## src/rtl/fifo_mem_pkg.sv

```systemverilog
// fifo_mem_pkg: default geometry and depth derivation shared by the FIFO files
package fifo_mem_pkg;
   localparam int DEF_DATA_WIDTH = 32;
   localparam int DEF_ADDR_WIDTH = 3;
   function automatic int fifo_depth(input int aw);
      return 1 << aw;
   endfunction
   localparam int DEF_DEPTH = fifo_depth(DEF_ADDR_WIDTH);
endpackage

```

## src/rtl/fifo_mem_ram.sv

```systemverilog
// fifo_mem_ram: storage array with a synchronous write port and a registered read port
module fifo_mem_ram
   import fifo_mem_pkg::*;
#(
   parameter int DATA_WIDTH = DEF_DATA_WIDTH,
   parameter int ADDR_WIDTH = DEF_ADDR_WIDTH
) (
   input  logic                  w_clk,
   input  logic                  wrst,
   input  logic                  we,
   input  logic [ADDR_WIDTH-1:0] waddr,
   input  logic [DATA_WIDTH-1:0] wdata,
   input  logic                  re,
   input  logic [ADDR_WIDTH-1:0] raddr,
   output logic [DATA_WIDTH-1:0] rdata
);
   localparam int DEPTH = fifo_depth(ADDR_WIDTH);
   logic [DATA_WIDTH-1:0] mem [0:DEPTH-1];
   // array has no reset so it can map onto plain RAM; only the read register clears
   always_ff @(posedge w_clk)
      if (we) mem[waddr] <= wdata;
   always_ff @(posedge w_clk or posedge wrst)
      if (wrst) rdata <= '0;
      else if (re) rdata <= mem[raddr];
endmodule

```

## src/rtl/fifo_mem.sv

```systemverilog
// fifo_mem: synchronous FIFO with wrap-bit pointers, full/empty flags and occupancy count
module fifo_mem
   import fifo_mem_pkg::*;
#(
   parameter int DATA_WIDTH = DEF_DATA_WIDTH,
   parameter int ADDR_WIDTH = DEF_ADDR_WIDTH
) (
   input  logic                  w_clk,
   input  logic                  wrst,
   input  logic                  w_en,
   input  logic                  r_en,
   input  logic [DATA_WIDTH-1:0] data_in,
   output logic [DATA_WIDTH-1:0] data_out,
   output logic [ADDR_WIDTH:0]   wptr,
   output logic [ADDR_WIDTH:0]   rptr,
   output logic                  fifo_full,
   output logic                  fifo_empty,
   output logic [ADDR_WIDTH:0]   count
);
   logic wr_ok, rd_ok;
   // acceptance uses pre-edge flags, so a full FIFO still pops and an empty one still pushes
   assign wr_ok      = w_en && !fifo_full;
   assign rd_ok      = r_en && !fifo_empty;
   assign fifo_empty = wptr == rptr;
   assign fifo_full  = wptr[ADDR_WIDTH-1:0] == rptr[ADDR_WIDTH-1:0] && wptr[ADDR_WIDTH] != rptr[ADDR_WIDTH];
   assign count      = wptr - rptr;
   always_ff @(posedge w_clk or posedge wrst)
      if (wrst) begin
         wptr <= '0;
         rptr <= '0;
      end else begin
         if (wr_ok) wptr <= wptr + 1'b1;
         if (rd_ok) rptr <= rptr + 1'b1;
      end
   fifo_mem_ram #(.DATA_WIDTH(DATA_WIDTH), .ADDR_WIDTH(ADDR_WIDTH)) u_ram (
      .w_clk (w_clk),
      .wrst  (wrst),
      .we    (wr_ok),
      .waddr (wptr[ADDR_WIDTH-1:0]),
      .wdata (data_in),
      .re    (rd_ok),
      .raddr (rptr[ADDR_WIDTH-1:0]),
      .rdata (data_out)
   );
endmodule

```

## config.mk

```make
export PLATFORM = sky130hd
export DESIGN_NAME = fifo_mem
export DESIGN_NICKNAME = d
export VERILOG_FILES = /design/src/rtl/fifo_mem_pkg.sv /design/src/rtl/fifo_mem_ram.sv /design/src/rtl/fifo_mem.sv
export SDC_FILE = /design/constraint.sdc
export NUM_CORES = 1
export LEC_CHECK = 0
export ABC_AREA = 1
export BUFFER_PORTS_ARGS = -buffer_cell sky130_fd_sc_hd__buf_2
export CORE_ASPECT_RATIO = 1.75
export CORE_UTILIZATION = 40
export DETAILED_ROUTE_END_ITERATION = 7
export PLACE_DENSITY = 0.68
export SYNTH_ARGS = -nofsm -noshare
export SYNTH_HDL_FRONTEND = slang
export SYNTH_SLANG_ARGS = --single-unit
```

## constraint.sdc

```tcl
create_clock -name w_clk -period 4.7 [get_ports w_clk]
set_clock_uncertainty 0.2 [all_clocks]
set_input_delay 0.94 -clock w_clk [delete_from_list [all_inputs] [get_ports w_clk]]
set_output_delay 0.94 -clock w_clk [all_outputs]
set_load 0.01 [all_outputs]
```

== Yosys cells after proc, flatten, opt, wreduce, memory -nomap -nowiden ==
Memories as Yosys holds them, arrays and structs flattened. A register that Yosys moved wholly into a read port is not among the register bits.
Cells that the tools add are included.
Storage, ports and cells
  register bits: 8
  memories: 1
  input port bits: 36
  RAM bits: 256
Cells by class
  reductions and logical operators: 5
  mux-type cells: 2
  $add $sub $neg: 3
  equal/unequal tests: 3
Memories
  u_ram.mem: words 8, width 32, rd ports 1, clocked after memory_dff 1, wr ports 1, RTL line fifo_mem_ram.sv:18  | logic [DATA_WIDTH-1:0] mem [0:DEPTH-1];
Operators by type and width (number)
  4-bit by 1-bit adder with 4-bit output, second input constant: 2
  4-bit == test: 1
  4-bit subtractor: 1
  3-bit == test: 1
  1-bit logical AND: 3
  1-bit logical NOT: 2
  1-bit 2-to-1 mux: 2
  1-bit inequality test: 1

== Logic depth before layout (Yosys ltp) ==
Gate-level depths: netlist of the first run.
  word-level depth: 6
  gate-level depth with buffers: 12

== Hierarchy ==
A second synthesis of the first run with hierarchy kept.
Unflattened totals
  cells, all modules: 1214
  area, all modules: 12580.8 sq um
By module, submodules not included
  fifo_mem_ram: instances 1, area each 11959.0 sq um, cells an instance 1133
  fifo_mem: instances 1, area each 621.8 sq um, cells an instance 81

== Least setup slack after synthesis of the first run ==
Ideal clock, no wire load.
  path type: reg2reg
  start: register rptr[1]
  end: memory u_ram.mem[0][0] (netlist name), enable pin
  slack: 1.004 ns
  buffers on the path: 2
  cell stages (with the launch flop): 10
  data required time: 4.079 ns
  arrival: 3.075 ns
  path through: dfrtp_1 buf_2 clkinv_1 buf_2 ha_1 nand2_1 nor2_4 a21oi_2 nand2_1 nor2_1
On the way
  word-level cells in the longest chain between the ends: 6
Ends and longest elaborated chain
  start, declared: RTL line fifo_mem.sv:15  | output logic [ADDR_WIDTH:0] rptr,
  start signal, assigned: RTL line fifo_mem.sv:33  | if (rd_ok) rptr <= rptr + 1'b1;
  3-bit == test: RTL line fifo_mem.sv:25  | assign fifo_full = wptr[ADDR_WIDTH-1:0] == rptr[ADDR_WIDTH-1:0] && wptr[ADDR_WIDTH] != rptr[ADDR_WIDTH];
  1-bit logical AND: RTL line fifo_mem.sv:25
  1-bit logical NOT: RTL line fifo_mem.sv:22  | assign wr_ok = w_en && !fifo_full;
  1-bit logical AND: RTL line fifo_mem.sv:22
  1-bit 2-to-1 mux: RTL line fifo_mem_ram.sv:21  | if (we) mem[waddr] <= wdata;
  1-bit 2-to-1 mux (not written as such): RTL line fifo_mem_ram.sv:21
  end, declared: RTL line fifo_mem_ram.sv:18
No other way between the ends.

== Final worst setup path of the first run ==
  start: register rptr[0]
  end: output count[2]
On the way
  word-level cells in the longest chain between the ends: 1
Ends and longest elaborated chain
  4-bit subtractor: RTL line fifo_mem.sv:26  | assign count = wptr - rptr;
  end, declared: RTL line fifo_mem.sv:18  | output logic [ADDR_WIDTH:0] count
No other way between the ends.

==> flow_summary.yaml, run 1 <==
synthesis:
  yosysTopAreaCellShare_pct: 64.23
  synthArstFlopShare_pct: 13.51
  synth_edf_count: 256
  synth_top_cell_by_area: "edfxtp_1"
  syn_inst: 1032
  netlist_area_um2: 11970
  synthTopCellsByCount: "431 x nand2_1, 256 x edfxtp_1, 98 x nand3_1, 44 x inv_1, 41 x nor2_1"
  ys_seq_elements: 296
  ys_types: 29
  ys_warn_count: 0
  syn_nets: 1074
  synth_area_leaders: "edfxtp_1 64%, nand2_1 14%, dfrtp_1 8.4%"
  synthFlopType: "edfxtp_1"
  avgSynthCellArea_um2: 11.60
  synth.most_common_cell: "nand2_1"
  synth_seq_area_share_pct: 72.59
clocking:
  htree_levels: 1
  clock-sinks: 296
  clockRootBuffer: "clkbuf_16"
  clkSlewWorstSetupHoldPaths_ps: 70
  clk-insertion-delay-late_ps: 530
  cts_made_buffers: 25
  hold_buffers: 0
  clk_path_buf_depth: 3
  ctsResizeCount: 0
  cts_setup_buffers: 0
  tritoncts: "yes"
timing:
  hold_viol: 0
  drv_slew: 0
  period_share_pct: 71.35
  setup_violations: 0
  rsz0062_at_grt: "no"
  relSlewSlack_pct: 30.04
  finalCriticalPeriod_ps: 3353
  holdWs_ps: 276.0
  fin_setup_tns_ps: 0
  worst_pin_slew_ps: 1048
  fmax_mhz: 298.2
pwr:
  power_density_nw_per_um2: 629.1
  leakagePower_nw: 5.489
  irDropWorstVdd_v: 0.0004537
global_route:
  global_route.usage.total_pct: 16.86
  antenna_found_initial: 2
  grt_pass1_wl_mm: 39.54
  grt_pass1_vias: 7372
  grt_max_degree: 68
  grt_overflow: 0
worst_setup_path:
  slowest_delay_ps: 680
  cp_num_buf_inv: 1
  cp-start-kind: "flop"
  cp_max_fo: 45
  critPathTopFamily: "adder cells"
  crit_arrival_ps: 2210
  cpMaxStageDelayCell: "dfrtp_4"
  critPathRequiredTime_ps: 3560
  criticalPathCategory: "flop to primary output"
  crit_path_end_kind: "primary output"
  crit_chain: "ha_1 -> fa_1 -> xnor2_1 -> buf_2"
finish:
  fillers: 2541
  antenna_cells: 0
  area_delta_synth_final_pct: 13.52
  drive_gt1_share_pct: 14.69
  nNetsFinal: 1147
  fin_cells: 1505
  seqCellArea_um2: 8692
  multi_input_area_um2: 2834
route:
  wl_mm: 25.45
  drt_first_pass_iters: 5
  avgRoutedWirePerCell_um: 16.91
  avgViaCountPerCell: 4.912
  drt_iter0_drc: 528
  drc: 0
  route.vias.total: 7392
  ant_nets: 0
floorplan:
  rows: 83
  ios: 82
  initial_core_util_pct: 40.73
  fp.dieH_um: 230.8
  coreArea_um2: 29390
  dieArea_um2: 30650
  dieWidth_um: 132.8
placement:
  gp_congestion: 0.7580
  dpl.cell_count: 1460
  portBuffers: 81
  dp_hpwl_mm: 14.72
run_status:
  status: "finished clean"
flow_run:
  drv_cap: 0
hold_path:
  hold_class: "flop to flop"
-- cell type report --
cell class                 count  area share (%)
multi-input combinational    635           20.86
inverter                      50           1.400
tap                          382           3.518
clock buffer                  32           4.945
sequential                   296           63.97
timing repair buffer          97           3.868
clock inverter                13           1.437
-- through the flow --
stage | cell area (um2) | power, mW | utilization, % | worst slack (ps)
after floorplan | 11970 | 5.583 | - | 1004
after global placement | 12720 | 6.391 | 43.28 | 1631
after detailed placement | 12720 | 6.466 | 43.28 | 1610
after CTS | 13590 | 8.650 | 46.23 | 1318
after global routing | 13590 | 9.087 | 46.23 | 1248
final | 13590 | 8.547 | 46.23 | 1347
-- tightest hold or removal path, stage by stage (launching register included) --
cell     delay, ps
dfrtp_1        340
nand2_1         50
nand2_1         60
-- cell usage in the layout (no fill, tap or decap), types with 9 or more instances in the layout --
cell / netlist / layout
buf_2: 33 / 81
buf_4: 3 / 16
clkbuf_16: 0 / 25
dfrtp_1: 40 / 39
edfxtp_1: 256 / 256
inv_1: 44 / 43
nand2_1: 431 / 431
nand2_2: 11 / 11
nand3_1: 98 / 98
nor2_1: 41 / 33
nor2_4: 1 / 9
o211ai_1: 32 / 32
-- logic make-up (layout without fill, tap and decap cells) --
group           count (synthesis)  in the layout  synth area share [%]
buf+inv                       101            192                 4.234
simple gates                  584            584                 19.72
flops                         296            296                 72.59
compound gates                 39             39                 2.331
xor+xnor                        6              6                0.4391
fa+ha+maj                       6              6                0.6900
-- power by group --
| part | total [mW] | internal, mW | switching, mW |
|---|---|---|---|
| Combinational | 2.76 | 0.836 | 1.93 |
| Sequential | 3.61 | 3.38 | 0.233 |
| Clock | 2.17 | 1.29 | 0.885 |
| Total | 8.55 | 5.50 | 3.05 |
-- registers in the layout (all words and copies together) (netlist names) --
name         cells
u_ram.mem      256
u_ram.rdata     32
rptr             4
wptr             4
-- final timing paths --
| kind | start | endpoint | slack, ps | cells past startpoint |
|---|---|---|---|---|
| max | rptr[0] | count[2] | 1350 | 4 |
| min | u_ram.rdata[1] | u_ram.rdata[1] | 280 | 2 |
| max reg2reg | rptr[0] | u_ram.mem[0][19] | 1630 | 7 |
| min reg2reg | u_ram.rdata[1] | u_ram.rdata[1] | 280 | 2 |
| max in group asynchronous | wrst | rptr[0] | 3060 | 2 |
| min in group asynchronous | wrst | rptr[2] | 470 | 2 |
-- routing by layer --
| metal | vias to the layer above | part of all wire, % | global-route usage [%] |
|---|---|---|---|
| met5 | - | 0.090 | 0 |
| met4 | 4 | 2.8 | 6.861 |
| met3 | 51 | 4.6 | 2.130 |
| met2 | 192 | 54 | 31.46 |
| met1 | 3540 | 39 | 19.27 |
| li1 | 3605 | - | - |
Note: power is estimated with default switching activity, not from simulation.
==> run 2, diff against run 1 <==
--- a/config.mk
+++ b/config.mk
@@ -5,7 +5,7 @@
 export SDC_FILE = /design/constraint.sdc
 export NUM_CORES = 1
 export LEC_CHECK = 0
-export ABC_AREA = 1
+export ABC_AREA = 0
 export BUFFER_PORTS_ARGS = -buffer_cell sky130_fd_sc_hd__buf_2
 export CORE_ASPECT_RATIO = 1.75
 export CORE_UTILIZATION = 40
==> constraint.sdc (replaced) <==
create_clock -name w_clk -period 3.1 [get_ports w_clk]
set_clock_uncertainty 0.2 [all_clocks]
set_input_delay 0.62 -clock w_clk [delete_from_list [all_inputs] [get_ports w_clk]]
set_output_delay 0.62 -clock w_clk [all_outputs]
set_load 0.01 [all_outputs]
==> run 2 against run 1 <==
Effect of this change: first-iteration DRC count shrank 12%; register-to-register slack lost 1200 ps; critical path depth grew 1; worst setup slack lost 1100 ps; critical path type unchanged.
==> flow_summary.yaml, run 2 <==
floorplan:
  initial_core_util_pct: 40.63
  dieWidth_um: 129.4
  fp.dieH_um: 225.0
  ios: 82
  dieArea_um2: 29120
  rows: 81
  coreArea_um2: 27970
global_route:
  grt_overflow: 0
  global_route.usage.total_pct: 16.25
  grt_pass1_vias: 5874
  antenna_found_initial: 0
  grt_pass1_wl_mm: 34.85
  grt_max_degree: 58
clocking:
  cts_made_buffers: 25
  cts_setup_buffers: 0
  clkSlewWorstSetupHoldPaths_ps: 70
  clk-insertion-delay-late_ps: 530
  clockRootBuffer: "clkbuf_16"
  clock-sinks: 296
  ctsResizeCount: 0
  htree_levels: 1
  hold_buffers: 0
  tritoncts: "yes"
  clk_path_buf_depth: 3
synthesis:
  synth_edf_count: 256
  synthArstFlopShare_pct: 13.51
  ys_seq_elements: 296
  syn_nets: 651
  yosysTopAreaCellShare_pct: 67.64
  syn_inst: 609
  synth_top_cell_by_area: "edfxtp_1"
  netlist_area_um2: 11370
  ys_types: 32
  avgSynthCellArea_um2: 18.66
  synth.most_common_cell: "edfxtp_1"
  synthFlopType: "edfxtp_1"
  synth_area_leaders: "edfxtp_1 68%, dfrtp_1 8.8%, mux4_2 6.3%"
  ys_warn_count: 0
  synthTopCellsByCount: "256 x edfxtp_1, 51 x mux2_2, 42 x nand2_1, 41 x nor2_1, 40 x dfrtp_1"
  synth_seq_area_share_pct: 76.44
finish:
  final_cell_area_um2: 13230
  drive_gt1_share_pct: 33.74
  area_delta_synth_final_pct: 16.37
  final_common_cell: "edfxtp_1"
  antenna_cells: 0
  fin_cells: 1105
  largest_reg_flops: 256
  nNetsFinal: 755
  regMostFlops: "u_ram.mem"
  top_regs: "u_ram.mem (256), u_ram.rdata (32)"
  final_util_pct: 47.28
  layout_common_cells: "256 x edfxtp_1, 81 x buf_2, 51 x mux2_2"
worst_setup_path:
  criticalPathCategory: "flop to primary output"
  cpMaxStageDelayCell: "dfrtp_1"
  crit_path_end_kind: "primary output"
  cp_num_buf_inv: 1
  critPathRequiredTime_ps: 2280
  slowest_delay_ps: 510
  crit_chain: "ha_1 -> a21o_1 -> a21oi_1 -> xnor2_1 -> buf_2"
  cp-start-kind: "flop"
  crit_arrival_ps: 2030
  cp_max_fo: 8
  critPathTopFamily: "flip-flops"
route:
  wl_mm: 22.78
  drc: 0
  ant_nets: 0
  avgRoutedWirePerCell_um: 20.62
  avgViaCountPerCell: 5.078
  route.vias.total: 5611
  drt_iter0_drc: 463
  drt_first_pass_iters: 4
timing:
  drv_slew: 0
  fmax_mhz: 350.5
  relSlewSlack_pct: 39.87
  layout_setup_ws_ps: 247.3
  hold_viol: 0
  rsz0062_at_grt: "no"
  worst_pin_slew_ps: 902.0
  holdWs_ps: 4.869
  finalCriticalPeriod_ps: 2853
  setup_violations: 0
  period_share_pct: 92.02
placement:
  dpl.cell_count: 1059
  gp_congestion: 0.7461
  dp_hpwl_mm: 14.38
  placed_area_um2: 12370
  portBuffers: 81
  place_ws_ps: 403.6
run_status:
  status: "finished clean"
pwr:
  power_density_nw_per_um2: 961.0
  irDropWorstVdd_v: 0.0003910
  leakagePower_nw: 4.610
flow_run:
  drv_cap: 0
hold_path:
  hold_class: "input port to asynchronous set/reset pin"
-- run 2: changes by cell type in the layout (fill, tap and decap cells not counted), sizes merged, moves of 12 or more --
cell / previous run / this run
o211ai: 32 / 0
mux2: 0 / 65
o22ai: 0 / 32
o31ai: 0 / 32
nand3: 98 / 2
inv: 49 / 12
mux4: 0 / 32
nand2: 443 / 42
buf: 97 / 109
-- run 2: worst reg2reg max path, stage by stage (launching register included) --
cell and delay [ps]:
dfrtp_1 510, ha_1 360, nand3_1 230, o21a_1 240, nand2_1 210, nor3_4 400, buf_12 230
-- run 2: final timing paths --
check	startpoint	endpoint	slack, ps	cells past startpoint
worst min-delay path	wrst	u_ram.rdata[3]	5	2
min in group w_clk	data_in[2]	u_ram.mem[1][2]	170	1
worst max-delay path	wptr[1]	count[3]	250	5
worst min register to register	u_ram.rdata[23]	u_ram.rdata[23]	270	2
worst max register to register	wptr[1]	u_ram.mem[1][28]	410	6
max in group asynchronous	wrst	rptr[0]	2130	2
-- run 2: layer usage --
| layer | GRT usage [%] | part of all wire (%) |
|---|---|---|
| met1 | 20.29 | 39 |
| met2 | 28.79 | 55 |
| met3 | 2.042 | 3.9 |
| met4 | 5.664 | 2.1 |
| met5 | 0 | 0 |
-- run 2: final cells by class --
cell class	count	area [um2]
Inverter	10	37.54
Clock buffer	31	678.2
Fill cell	2412	14750
Sequential cell	296	8693
Timing Repair Buffer	109	653.1
Multi-Input combinational cell	271	2519
Tap cell	373	466.7
Clock inverter	15	178.9
-- run 2: power breakdown --
part	internal [mW]	switching, mW	total, mW	leakage [nW]
clock	1.89	1.36	3.25	0.427
combinational	1.70	2.30	3.99	1.38
sequential	5.17	0.304	5.47	2.80
-- run 2: kinds of logic after synthesis --
family	share of synthesized area [%]
mux	12.81
simple gates	3.027
fa+ha+maj	0.7266
buf+inv	2.014
flops	76.44
compound gates	4.216
xor+xnor	0.7596
-- run 2: through the flow --
stage / setup TNS (ps) / power [mW]
floorplan: -1210 / 8.277
global placement: 0 / 9.569
detailed placement: 0 / 9.634
CTS: 0 / 12.88
global route: 0 / 13.36
finish: 0 / 12.71
